--- config.mk ---
export PLATFORM = sky130hd
export DESIGN_NAME = display_write_scheduler
export DESIGN_NICKNAME = d
export VERILOG_FILES = /design/src/rtl/display_write_scheduler.sv
export SDC_FILE = /design/constraint.sdc
export NUM_CORES = 1
export LEC_CHECK = 0
export CAP_MARGIN = 20
export CORE_MARGIN = 2
export CORE_UTILIZATION = 58
export CTS_CLUSTER_DIAMETER = 80
export DETAILED_ROUTE_END_ITERATION = 8
export PLACE_DENSITY = 0.95
export REMOVE_ABC_BUFFERS = 1
export SLEW_MARGIN = 20
export SYNTH_ARGS = -nofsm -noshare
export SYNTH_HDL_FRONTEND = slang
export SYNTH_SLANG_ARGS = --single-unit
--- constraint.sdc ---
create_clock -name clk -period 9.25 [get_ports clk]
set_input_delay 1.3875 -clock clk [delete_from_list [all_inputs] [get_ports clk]]
set_output_delay 1.3875 -clock clk [all_outputs]
set_load 0.02 [all_outputs]
--- src/rtl/display_write_scheduler.sv ---
// Two-source display write scheduler: round-robin arbiter into a small FIFO
// that issues at most one display write per cycle, with a stall after a display clear.
module display_write_scheduler #(
    parameter int          DEPTH      = 4,
    parameter logic [31:0] CLEAR_ADDR = 32'h1800,
    parameter int          CLEAR_HOLD = 8
) (
    input  logic                       clk,
    input  logic                       rst,
    input  logic                       cpu_req,
    input  logic [31:0]                cpu_addr,
    input  logic [31:0]                cpu_data,
    output logic                       cpu_ready,
    input  logic                       aux_req,
    input  logic [31:0]                aux_addr,
    input  logic [31:0]                aux_data,
    output logic                       aux_ready,
    output logic                       disp_en,
    output logic [31:0]                disp_addr,
    output logic [31:0]                disp_value,
    output logic [$clog2(DEPTH):0]     fifo_count,
    output logic                       busy,
    output logic                       dbg_state
);

    localparam int AW = $clog2(DEPTH);
    localparam int CW = AW + 1;
    localparam int HW = $clog2(CLEAR_HOLD + 2);

    localparam logic [0:0] ST_RUN  = 1'b0;
    localparam logic [0:0] ST_HOLD = 1'b1;

    logic [63:0]   mem [DEPTH];
    logic [AW-1:0] wr_ptr;
    logic [AW-1:0] rd_ptr;
    logic [CW-1:0] count;
    logic [0:0]    state;
    logic [HW-1:0] hold_cnt;
    logic          last_grant_aux;

    logic          full;
    logic          push;
    logic          pop;
    logic [63:0]   push_word;
    logic [63:0]   head;
    logic          head_is_clear;

    // Handshake: a transfer happens on a rising edge where req && ready; ready is
    // combinational, never raised for an idle source, and never for both at once.
    always_comb begin
        full      = (count == CW'(DEPTH));
        cpu_ready = ~full & cpu_req & (~aux_req | last_grant_aux);
        aux_ready = ~full & aux_req & (~cpu_req | ~last_grant_aux);
        push      = cpu_ready | aux_ready;
        push_word = cpu_ready ? {cpu_addr, cpu_data} : {aux_addr, aux_data};
        head      = mem[rd_ptr];
        head_is_clear = (head[63:32] == CLEAR_ADDR);
        pop       = (state == ST_RUN) && (count != '0);
    end

    // Storage needs no reset: occupancy is tracked by count and the pointers.
    always_ff @(posedge clk) begin
        if (push) begin
            mem[wr_ptr] <= push_word;
        end
    end

    always_ff @(posedge clk or posedge rst) begin
        if (rst) begin
            wr_ptr         <= '0;
            rd_ptr         <= '0;
            count          <= '0;
            state          <= ST_RUN;
            hold_cnt       <= '0;
            last_grant_aux <= 1'b1;
            disp_en        <= 1'b0;
            disp_addr      <= '0;
            disp_value     <= '0;
        end else begin
            if (push) begin
                wr_ptr         <= wr_ptr + AW'(1);
                last_grant_aux <= aux_ready;
            end
            if (pop) begin
                rd_ptr     <= rd_ptr + AW'(1);
                disp_addr  <= head[63:32];
                disp_value <= head[31:0];
            end
            case ({push, pop})
                2'b10:   count <= count + CW'(1);
                2'b01:   count <= count - CW'(1);
                default: count <= count;
            endcase
            disp_en <= pop;

            case (state)
                ST_RUN: begin
                    if (pop && head_is_clear && (CLEAR_HOLD > 0)) begin
                        state    <= ST_HOLD;
                        hold_cnt <= HW'(CLEAR_HOLD);
                    end
                end
                default: begin
                    // Leaving on the count of 1 puts the next strobe CLEAR_HOLD+1 cycles after the clear.
                    if (hold_cnt == HW'(1)) begin
                        state    <= ST_RUN;
                        hold_cnt <= '0;
                    end else begin
                        hold_cnt <= hold_cnt - HW'(1);
                    end
                end
            endcase
        end
    end

    always_comb begin
        fifo_count = count;
        busy       = (count != '0) | (state == ST_HOLD) | disp_en;
        dbg_state  = state[0];
    end

endmodule

==> out/metrics.csv <==
stage,metric,value,unit
timing,Slew HR,34.7,%
drt,DRC viols,0,
drt,detailed-routing wirelength on met1,10.4,mm
power,internal power,0.00402,W
clock_tree,hold buffers post-CTS,0,
clock_tree,CTS Buf Count,34,
global_route,antenna violations before repair,0,
synth,Synth Cell Area,13100,µm²
drt,Top Layer Used,met4,
timing,final setup fails,0,
worst_setup_path,CP required,7.86,ns
synth,number of synthesized flops with an enable pin,256,
global_route,largest net degree at the start of global routing,69,
status,outcome,"complete, no violations",
clock_tree,Root Buffer,clkbuf_16,
synth,synth warn,0,
timing,skew final,0.0152,ns
clock_tree,"Clk Latency, worst-skew pair",0.51,ns
power,clock share of power,22.7,%
drt,First-pass DRT Iterations,4,
clock_tree,CTS clock-pin slew for the worst setup and hold paths,0.06,ns
synth,Syn Inst Count,626,
timing,Slew Limit Fails,0,
drt,DRT antenna net count,0,
cells_and_area,fillers,1264,
worst_setup_path,"critical path fanouts, max",27,
synth,Yosys top cell area share,58.5,%
worst_setup_path,Setup crit start kind,primary input,
cells_and_area,layout cells sized above 1,22.0,%
drt,mean routed wirelength per cell,23.4,µm
floorplanning,core area,22400,µm²
timing,setup repair after global routing missed its margin,false,
worst_setup_path,CP Capture Type,output pin,
timing,setup TNS,0,ns
worst_setup_path,Worst path max stage delay,0.60,ns
clock_tree,total clock sinks,334,
clock_tree,Clock Tree Buf Depth,3,
floorplanning,Starting Density,58.5,%
cells_and_area,synthesis-to-layout area growth,26.4,%
floorplanning,Die Span Y,154,µm
placement,GPL Wtd Cong,0.716,
clock_tree,Post-CTS Setup Inserts,0,
synth,"area leader, netlist",edfxtp_1,
floorplanning,Die X-Extent,154,µm
worst_setup_path,Top delay family on crit path,buffers and inverters,
floorplanning,die area,23900,µm²
drt,metal2 WL,14.0,mm
cells_and_area,fin nets,985,
worst_setup_path,Crit path top cell by count,clkdlybuf4s50_1,
placement,Port Buffers,203,
timing,endpoints failing hold,0,
clock_tree,post-CTS resize count,0,
power,sw power,0.00178,W
floorplanning,Placement Rows,55,
floorplanning,I/O pins,204,
power,sw frac,30.7,%
power,Power Dens Cells,350,nW/µm²
worst_setup_path,Setup CP Type,primary input to output pin,
timing,Tcrit/Tclk final,48.3,%
timing,max frequency,224,MHz
synth,Commonest cells post-synth,"edfxtp_1, dfrtp_1, mux2_1, mux4_2, mux2_2",
timing,Slew @ Worst Pin,0.980,ns
drt,Avg Vias per Cell,5.87,
synth,Post-synth ARST share,23.4,%
global_route,global route overflow,0,
timing,Period minus WS final,4.46,ns
synth,sequential cell area fraction in the yosys report,73.4,%
synth,Yosys cell types,36,
power,Peak supply drop,0.000210,V
placement,Placed Area,15500,µm²
worst_setup_path,slowest CP cell,clkdlybuf4s50_1,
worst_hold_path,Hold Crit Class,flip-flop to flip-flop,
run,Max-Cap Viols,0,
worst_setup_path,arrival time at the worst endpoint,3.08,ns
synth,most frequent cell after synthesis,edfxtp_1,
global_route,first-pass GRT wire length,41.5,mm
worst_setup_path,CP Depth,5,
worst_setup_path,FF-to-FF path depth,6,
cells_and_area,Diodes inserted,0,
worst_hold_path,Hold Path Depth,1,
clock_tree,htree depth,2,
global_route,vias in the first global route,7323,
drt,vias after detailed routing,6783,
drt,drt total wl,27.0,mm
global_route,Global Route Usage Sum,23.2,%
drt,WL met3,1.88,mm
clock_tree,CTS tree,built,
worst_setup_path,CP Buf/Inv Count,3,
placement,HPWL after DPL,16.4,mm
cells_and_area,Finished Cell Area,16600,µm²
power,leakage,5.80,nW
worst_setup_path,"Cell Chain, Critical Path",clkdlybuf4s50_1 -> nand2b_1 -> nand3_4 -> inv_2 -> clkdlybuf4s50_1,
synth,Most used DFF post-synth,edfxtp_1,
synth,synthesized flop and latch total,334,
power,Comb pwr share,33.4,%
power,Reg power frac,43.9,%
synth,synth top area cells,"edfxtp_1, dfrtp_1, mux4_2, mux2_1, mux2_2",
drt,initial DRC count,425,
synth,Avg Inst Size Synth,21.0,µm²
[kinds of logic (layout without fill, tap and decap cells)]
logic type / count (synthesis) / count (layout) / synth area share [%]
flops: 334 / 334 / 73.4
mux: 193 / 193 / 22.0
buf+inv: 39 / 284 / 1.29
simple gates: 38 / 38 / 1.60
fa+ha+maj: 8 / 8 / 0.819
compound gates: 8 / 8 / 0.438
xor+xnor: 6 / 6 / 0.400
[state kept, by name, summed over array words and instances (netlist names)]
register	flops
wr_ptr	2
disp_value	32
rd_ptr	2
last_grant_aux	1
disp_addr	32
fifo_count	3
disp_en	1
hold_cnt	4
mem	256
dbg_state	1
[through the flow]
| stage | std cells | utilization, % | power [W] | hold WS, ns | setup WS [ns] |
|---|---|---|---|---|---|
| finish | 1156 | 74.0 | 0.00580 | 0.496 | 4.79 |
| global route | 1156 | 74.0 | 0.00607 | 0.516 | 4.67 |
| CTS | 1155 | 74.0 | 0.00585 | 0.502 | 4.78 |
| detailed placement | 1093 | 69.1 | 0.00452 | 0.487 | 4.78 |
| global placement | 1093 | 69.1 | 0.00442 | 0.479 | 4.81 |
| floorplan | 597 | - | 0.00378 | 0.484 | 4.30 |
[layout make-up]
type / count / area [µm²] / area share, %
flip-flops and latches: 334 / 9650 / 58.1
multi-input cells: 253 / 3370 / 20.3
repair buffers: 212 / 2100 / 12.6
clock buffers: 48 / 945 / 5.69
well taps: 285 / 357 / 2.15
clock inverters: 14 / 140 / 0.844
inverters: 10 / 40.0 / 0.241
[metal layers]
layer / global-route usage (%) / vias up
li1: - / 2951
met1: 30.7 / 3456
met2: 39.4 / 320
met3: 4.29 / 56
met4: 7.72 / 0
met5: 0 / -
[worst paths after layout]
path | startpoint | endpoint | slack (ns)
setup / recovery | aux_req | cpu_ready | 4.79
hold / removal | disp_addr[8] | disp_addr[8] | 0.50
max in group asynchronous | rst | rd_ptr[1] | 6.86
hold reg to reg | disp_addr[8] | disp_addr[8] | 0.50
setup reg to reg | rd_ptr[0] | hold_cnt[1] | 5.68
min in group asynchronous | rst | disp_value[4] | 1.21
[power groups by stage]
stage	logic (W)	registers (W)	clock network, W
after detailed placement	0.00194	0.00258	0
after CTS	0.00196	0.00256	0.00133
after global placement	0.00188	0.00254	0
final	0.00194	0.00255	0.00132
after floorplan	0.00105	0.00273	0
after global routing	0.00206	0.00261	0.00140
[layout by cell type (no fill, tap or decap), types with 4 or more instances in the layout]
cell type,netlist,layout
edfxtp_1,256,256
mux4_2,64,64
clkinv_2,0,4
dfrtp_1,77,75
clkdlybuf4s50_1,0,203
nand2_1,6,6
mux2_1,69,69
nor4_1,7,7
mux2_2,60,60
clkinv_1,0,5
ha_1,7,7
nor2_1,5,4
clkbuf_1,16,11
clkbuf_16,0,35
buf_4,0,8
inv_1,8,7
nor2b_4,0,4
Power figures use the tool's default switching activity.
